===== src/rtl/spike_aer_encoder.sv =====
// Event FIFO: registered storage, head read from the array, refuses push when full even on a pop.
// Latency: push visible at the head one cycle later; backpressure via full (push refused) and pop only when non-empty.
module spike_aer_fifo #(
  parameter int WIDTH = 12,
  parameter int DEPTH = 8
) (
  input  logic             clock,
  input  logic             reset_n,
  input  logic             push,
  input  logic [WIDTH-1:0] push_dat,
  input  logic             pop,
  output logic [WIDTH-1:0] head_dat,
  output logic             full,
  output logic             empty
);
  localparam int PTR_W = $clog2(DEPTH);
  localparam logic [PTR_W:0] FULL_CNT = (PTR_W+1)'(DEPTH);

  logic [WIDTH-1:0] mem [DEPTH];
  logic [PTR_W-1:0] wr_ptr;
  logic [PTR_W-1:0] rd_ptr;
  logic [PTR_W:0]   count;
  logic             do_push;
  logic             do_pop;

  assign full     = (count == FULL_CNT);
  assign empty    = (count == '0);
  assign do_push  = push & ~full;
  assign do_pop   = pop & ~empty;
  assign head_dat = mem[rd_ptr];

  // Storage is reset so the head fields read zero straight out of reset.
  always_ff @(posedge clock or negedge reset_n) begin
    if (!reset_n) begin
      wr_ptr <= '0;
      rd_ptr <= '0;
      count  <= '0;
      for (int i = 0; i < DEPTH; i++) mem[i] <= '0;
    end else begin
      if (do_push) begin
        mem[wr_ptr] <= push_dat;
        wr_ptr      <= wr_ptr + 1'b1;
      end
      if (do_pop) rd_ptr <= rd_ptr + 1'b1;
      case ({do_push, do_pop})
        2'b10:   count <= count + 1'b1;
        2'b01:   count <= count - 1'b1;
        default: count <= count;
      endcase
    end
  end
endmodule

// Scans PE spikes in index order once per timestep, queues {tag, index} events, strobes spike_done on push.
// Latency: N_NEURONS SCAN cycles + 1 DONE cycle, +1 per full-FIFO stall; events drain on valid/ready.
module spike_aer_encoder #(
  parameter int N_NEURONS  = 16,
  parameter int IDX_W      = 4,
  parameter int TS_W       = 8,
  parameter int FIFO_DEPTH = 8
) (
  input  logic                 clock,
  input  logic                 reset_n,
  input  logic [N_NEURONS-1:0] spike_in,
  input  logic                 scan_start,
  input  logic [TS_W-1:0]      timestep,
  output logic [N_NEURONS-1:0] spike_done,
  output logic                 evt_valid,
  input  logic                 evt_ready,
  output logic [IDX_W-1:0]     evt_idx,
  output logic [TS_W-1:0]      evt_ts,
  output logic                 busy,
  output logic                 scan_done,
  output logic [IDX_W:0]       scan_count
);
  typedef enum logic [1:0] {IDLE, SCAN, DONE} state_t;

  localparam logic [IDX_W-1:0]     LAST_PTR = IDX_W'(N_NEURONS - 1);
  localparam logic [N_NEURONS-1:0] ONE_HOT0 = N_NEURONS'(1);

  state_t                  state, state_nxt;
  logic [IDX_W-1:0]        ptr, ptr_nxt;
  logic [TS_W-1:0]         ts_lat, ts_nxt;
  logic [IDX_W:0]          run_cnt, run_nxt;
  logic [IDX_W:0]          scan_count_nxt;
  logic                    hit;
  logic                    push;
  logic                    full;
  logic                    empty;
  logic [TS_W+IDX_W-1:0]   head;

  assign hit       = spike_in[ptr];
  assign busy      = (state != IDLE);
  assign scan_done = (state == DONE);
  assign evt_valid = ~empty;
  assign evt_ts    = head[TS_W+IDX_W-1:IDX_W];
  assign evt_idx   = head[IDX_W-1:0];

  always_ff @(posedge clock or negedge reset_n) begin
    if (!reset_n) begin
      state      <= IDLE;
      ptr        <= '0;
      ts_lat     <= '0;
      run_cnt    <= '0;
      scan_count <= '0;
    end else begin
      state      <= state_nxt;
      ptr        <= ptr_nxt;
      ts_lat     <= ts_nxt;
      run_cnt    <= run_nxt;
      scan_count <= scan_count_nxt;
    end
  end

  // A hit against a full FIFO neither pushes nor advances, so the PE keeps its spike until the retry lands.
  always_comb begin
    state_nxt      = state;
    ptr_nxt        = ptr;
    ts_nxt         = ts_lat;
    run_nxt        = run_cnt;
    scan_count_nxt = scan_count;
    push           = 1'b0;
    spike_done     = '0;
    case (state)
      IDLE: begin
        if (scan_start) begin
          state_nxt = SCAN;
          ptr_nxt   = '0;
          ts_nxt    = timestep;
          run_nxt   = '0;
        end
      end
      SCAN: begin
        push = hit & ~full;
        if (push) begin
          spike_done = ONE_HOT0 << ptr;
          run_nxt    = run_cnt + 1'b1;
        end
        if (!hit || !full) begin
          if (ptr == LAST_PTR) state_nxt = DONE;
          else                 ptr_nxt   = ptr + 1'b1;
        end
      end
      DONE: begin
        state_nxt      = IDLE;
        scan_count_nxt = run_cnt;
      end
      default: state_nxt = IDLE;
    endcase
  end

  spike_aer_fifo #(
    .WIDTH (TS_W + IDX_W),
    .DEPTH (FIFO_DEPTH)
  ) u_fifo (
    .clock    (clock),
    .reset_n  (reset_n),
    .push     (push),
    .push_dat ({ts_lat, ptr}),
    .pop      (evt_valid & evt_ready),
    .head_dat (head),
    .full     (full),
    .empty    (empty)
  );
endmodule


===== config.mk =====
export PLATFORM = sky130hd
export DESIGN_NAME = spike_aer_encoder
export DESIGN_NICKNAME = d
export VERILOG_FILES = /design/src/rtl/spike_aer_encoder.sv
export SDC_FILE = /design/constraint.sdc
export NUM_CORES = 1
export LEC_CHECK = 0
export ABC_AREA = 1
export ABC_CLOCK_PERIOD_IN_PS = 5300
export CAP_MARGIN = 20
export CORE_MARGIN = 4
export CORE_UTILIZATION = 30
export CTS_CLUSTER_DIAMETER = 200
export DETAILED_ROUTE_END_ITERATION = 8
export SLEW_MARGIN = 30
export SYNTH_ARGS = -nofsm -noshare
export SYNTH_HDL_FRONTEND = slang
export SYNTH_SLANG_ARGS = --single-unit

===== constraint.sdc =====
create_clock -name clock -period 5.3 [get_ports clock]
set_clock_uncertainty 0.05 [all_clocks]
set_input_delay 1.06 -clock clock [delete_from_list [all_inputs] [get_ports clock]]
set_output_delay 1.06 -clock clock [all_outputs]
set_load 0.02 [all_outputs]

After elaboration in Yosys (flattened, before gate mapping)
Cells that the tools add are included.
Widths: inputs -> output; s select.

word-level totals
  register bits after elaboration = 130
  bits in latches = 0
  bits in writable memories = 0
  ROM bits = 0
  input bits = 28
  output and inout port bits = 36
  word-level logic and storage cells = 82
  memories = 0

operators by class
  add/subtract/negate cells = 6
  multipliers = 0
  div/mod/pow operators = 0
  magnitude comparators = 4
  eq/ne operators = 11
  shift operators = 1
  muxes and demuxes = 23
  bitwise operators = 8
  reductions and logical operators = 13

operators with widths
  kind                  count
  $bwmux 96             1
  $bmux 12 s3           1
  $demux 12 s3          1
  $mux 12               3
  $mux 16               2
  $pmux 4 s2            2
  $shl 1x4->16 const A  1
  $mux 4                3
  $mux 5                2
  $ne 2x2->1 const B    5
  $pmux 5 s2            1
  $add 4x1->4 const B   2
  $eq 4x4->1 const B    2
  $ge 4x4->1 const B    2
  $not 3->4             2
  $add 3x1->3 const B   2
  $mux 2                3
  $reduce_and 3->1      2
  $reduce_bool 2->1     3
  $add 5x1->5 const B   1
  $lt 4x5->1 const B    1
  $and 1x1->1           4
  $bmux 1 s4            1
  $eq 2x1->1 const B    2
  13 further kinds      17

Depth between registers and ports, before layout
  word-level depth = 7
  mapped depth = 16
  depth with buffers taken out = 16

Cells and area by module
From an unflattened synthesis, not the netlist that was laid out.

unflattened totals
  cells, all modules = 1,041
  area total of the unflattened synthesis = 7,392.1 sq um

by module, submodules not included
  module             times used  cells an instance  area an instance (sq um)  sequential area each (sq um)
  spike_aer_fifo     1           842                5,875.6                   2,652.5
  spike_aer_encoder  1           199                1,516.5                   600.6

Worst setup path before layout
OpenSTA, ideal clock, no wires.

  path kind = input port to output port
  start point = input spike_in[15]
  end point = output spike_done[0]
  data arrival time = 2.228 ns
  required time = 4.190 ns
  setup slack = 1.962 ns
  stages = 12
  buffers on the path = 0
  path through = inv_1 > nand2_1 > nand3_1 > nand2_1 > nand2_1 > nand2_1 > inv_1 > nand2_8 > nand2_4 > inv_2 > nand2_4 > nor2_1

on the way
  cells in the longest elaborated chain, start to end = 5

RTL lines
  element                       RTL line  text
  from (decl)                   64        input logic [N_NEURONS-1:0] spike_in,
  $bmux 1 s4                    92        assign hit = spike_in[ptr];
  $mux 1 (implied by the code)  92
  $and 1x1->1                   134       push = hit & ~full;
  $mux 16                       135       if (push) begin
  $mux 16                       124       case (state)
  to (decl)                     67        output logic [N_NEURONS-1:0] spike_done,

No other way between the ends. The select of a mux whose other input is x is not followed.

Worst setup path after layout
  start point = input spike_in[7]
  end point = output spike_done[3]

Same word-level chain as after synthesis.

==> reports/metrics.cfg <==
[logic_synthesis]
yosys_warnings = 0
avgSynthCellArea_sq_um = 8.24
synthArstFlopShare = 1.00
syn_area_sq_um = 6370
synth_edf_count = 0
syn_nets = 813
synth_ff_type = dfrtp_1
yosysUniqueCellTypes = 29
syn_inst = 773
synth_seq_area_share = 0.511
ys_ff_latch = 130

[clocking]
cts_max_path_buffers = 2
cts.clk_slew.worst_paths_ns = 0.06
cts.sinks = 130
cts_repair_resize_count = 0
cts_hold_buf = 0
root_buffer = clkbuf_16
clkLatencyLatePin_ns = 0.41
htreeDepth = 4
cts_tree = yes
postCtsSetupBuffers = 0
cts_buffers = 17

[floorplanning]
die_y_um = 154
start_util = 0.304
fp.dieW_um = 154
die_area_sq_um = 23600
core_sq_um = 21000
row_count = 53
ios = 64

[finish]
fin_nets = 861
antenna_cells = 0
drive_above_1_share = 0.0671
fin_area_sq_um = 7800
area_delta_synth_final_pct = 22.5

[power_and_ir_drop]
internal_power_uw = 3180
p_comb_frac = 0.471
power_switching_share = 0.429
power_frac_seq = 0.315
leakage_uw = 0.00356
cellPowerDensity_nw_per_um2 = 715
pwr-share-clk = 0.214
worst_ir_drop_vdd_mv = 0.266
p_switching_uw = 2390

[sta]
max_freq_mhz = 227
period_needed_ns = 4.40
relSlewSlack = 0.425
rsz0062_at_grt = no
fin_hold_ws_ns = 0.433
final_max_slew_viol_count = 0
tightest_slew_ns = 0.857
fin_ws_ns = 0.901
fin_crit_sh = 0.830
finalSetupTns_ns = 0
final_hold_viol_count = 0
finalSetupViolCount = 0

[setup_path]
rr_startpoint = ptr[0]
critPathKind = input pin to output pin
critPathRequiredTime_ns = 4.19
end_kind = output pin
cp-start-kind = input pin
cp.arrival_ns = 3.29
r2r_cells = 14
crit_start = spike_in[7]
cp_max_fo = 10

[hold_path]
hp-start = u_fifo.mem[54]
hold_class = flop to flop
holdPathStages = 2

[drt]
via_per_inst = 4.63
initialDrtViolationCount = 447
post_drt_wl_per_cell_um = 14.1
drt-total-wl_um = 15600
drt_first_pass_iters = 5
drc_errors = 0
vias = 5139
ant_nets = 0

[global_routing]
grt_pass1_vias = 4833
antenna_found_initial = 0
track_usage = 0.136
grt_pass1_wl_um = 26000
grt_max_degree = 74
grt_overflow = 0

[place]
placed_cell_area_sq_um = 7190
post-place-ws_ns = 0.889
gp_congestion = 0.766
io_buffers = 63
dpl.hpwl_um = 9950

[outcome]
status = finished clean

[flow_run]
maxCapViolCount = 0

[metrics by stage]
| stage | utilization | total power (uW) | instances |
|---|---|---|---|
| after global routing | 0.372 | 6050 | 1109 |
| after detailed placement | 0.343 | 4420 | 1077 |
| final | 0.372 | 5570 | 1109 |
| after global placement | 0.343 | 4390 | 1077 |
| after floorplan | - | 3620 | 773 |
| after CTS | 0.372 | 5640 | 1109 |
[registers in the layout, summed over array words and instances, names as in the netlist]
register,cells
u_fifo.rd_ptr,3
scan_count,5
u_fifo.count,4
ptr,4
u_fifo.mem,96
state,2
ts_lat,8
u_fifo.wr_ptr,3
run_cnt,5
[cell usage in the layout, fill, tap and decap left out, types with 2 or more instances in the layout]
cell,synthesis,routed
a21oi_1,11,11
a31oi_1,13,13
buf_4,9,7
bufinv_16,0,3
clkbuf_1,18,3
clkbuf_16,0,17
clkbuf_8,0,3
clkdlybuf4s50_1,0,62
clkinv_2,0,3
clkinvlp_4,0,2
dfrtp_1,130,130
ha_1,12,12
inv_1,46,46
inv_2,2,2
nand2_1,169,169
nand2_2,2,2
nand2_4,3,3
nand3_1,21,21
nand3_4,8,8
nand4_1,4,4
nor2_1,127,127
o21ai_0,58,58
o21ai_1,96,96
o22ai_1,12,12
xnor2_1,3,3
xor2_1,8,8
[final timing paths]
kind	end	slack [ns]
setup reg to reg	u_fifo.count[2]	2.39
setup / recovery	spike_done[3]	0.90
min in group asynchronous	u_fifo.mem[85]	0.59
max in group asynchronous	u_fifo.mem[23]	3.66
hold reg to reg	u_fifo.mem[54]	0.43
hold / removal	u_fifo.mem[54]	0.43
[cells by family (layout without fill, tap and decap cells)]
family          Yosys count  in the layout  synth area share
compound gates          192            192             0.159
xor+xnor                 11             11            0.0151
fa+ha+maj                12             12            0.0236
buf+inv                  90            151            0.0607
flops                   130            130             0.511
simple gates            338            338             0.231
[cells in the mapped netlist, types with 2 or more instances]
library cell	n	area [sq um]
nand2_2	2	12.5
buf_4	9	67.6
nand3_1	21	105
xor2_1	8	70.1
o21ai_0	58	290
o22ai_1	12	75.1
inv_2	2	7.51
a31oi_1	13	81.3
nand3_4	8	140
xnor2_1	3	26.3
o21ai_1	96	480
clkbuf_1	18	67.6
ha_1	12	150
a21oi_1	11	55.1
nand2_4	3	33.8
buf_2	12	60.1
buf_1	2	7.51
nand4_1	4	25.0
nand2_1	169	634
inv_1	46	173
nor2_1	127	477
dfrtp_1	130	3250
[area by class of cell]
class	count	area (sq um)
clock buffers	23	478
inverters	49	184
flip-flops and latches	130	3250
fillers	2180	13200
multi-input cells	553	2730
repair buffers	70	684
clock inverters	9	129
well taps	275	344
[worst max-delay path, cell delays in order]
cell             delay, ns
clkdlybuf4s50_1       0.46
inv_1                 0.04
nand2_1               0.04
nand3_1               0.08
nand3_1               0.11
nand3_2               0.14
nand2_8               0.20
nand2_4               0.12
inv_2                 0.19
nand2_4               0.10
nor2_1                0.12
clkdlybuf4s50_1       0.61
[power groups by stage]
stage          sequential (uW)  clock (uW)  combinational (uW)
2_1_floorplan             1670           0                1940
3_3_place_gp              1760           0                2630
3_5_place_dp              1770           0                2660
4_1_cts                   1760        1220                2660
5_1_grt                   1820        1260                2970
6_report                  1760        1190                2630
[per-layer routing]
metal,share of wire,vias to the layer above,track usage
li1,-,2634,-
met1,0.48,2414,0.186
met2,0.47,71,0.217
met3,0.029,20,0.0262
met4,0.014,0,0.0433
met5,0,-,0
(Power assumes the default switching activity.)
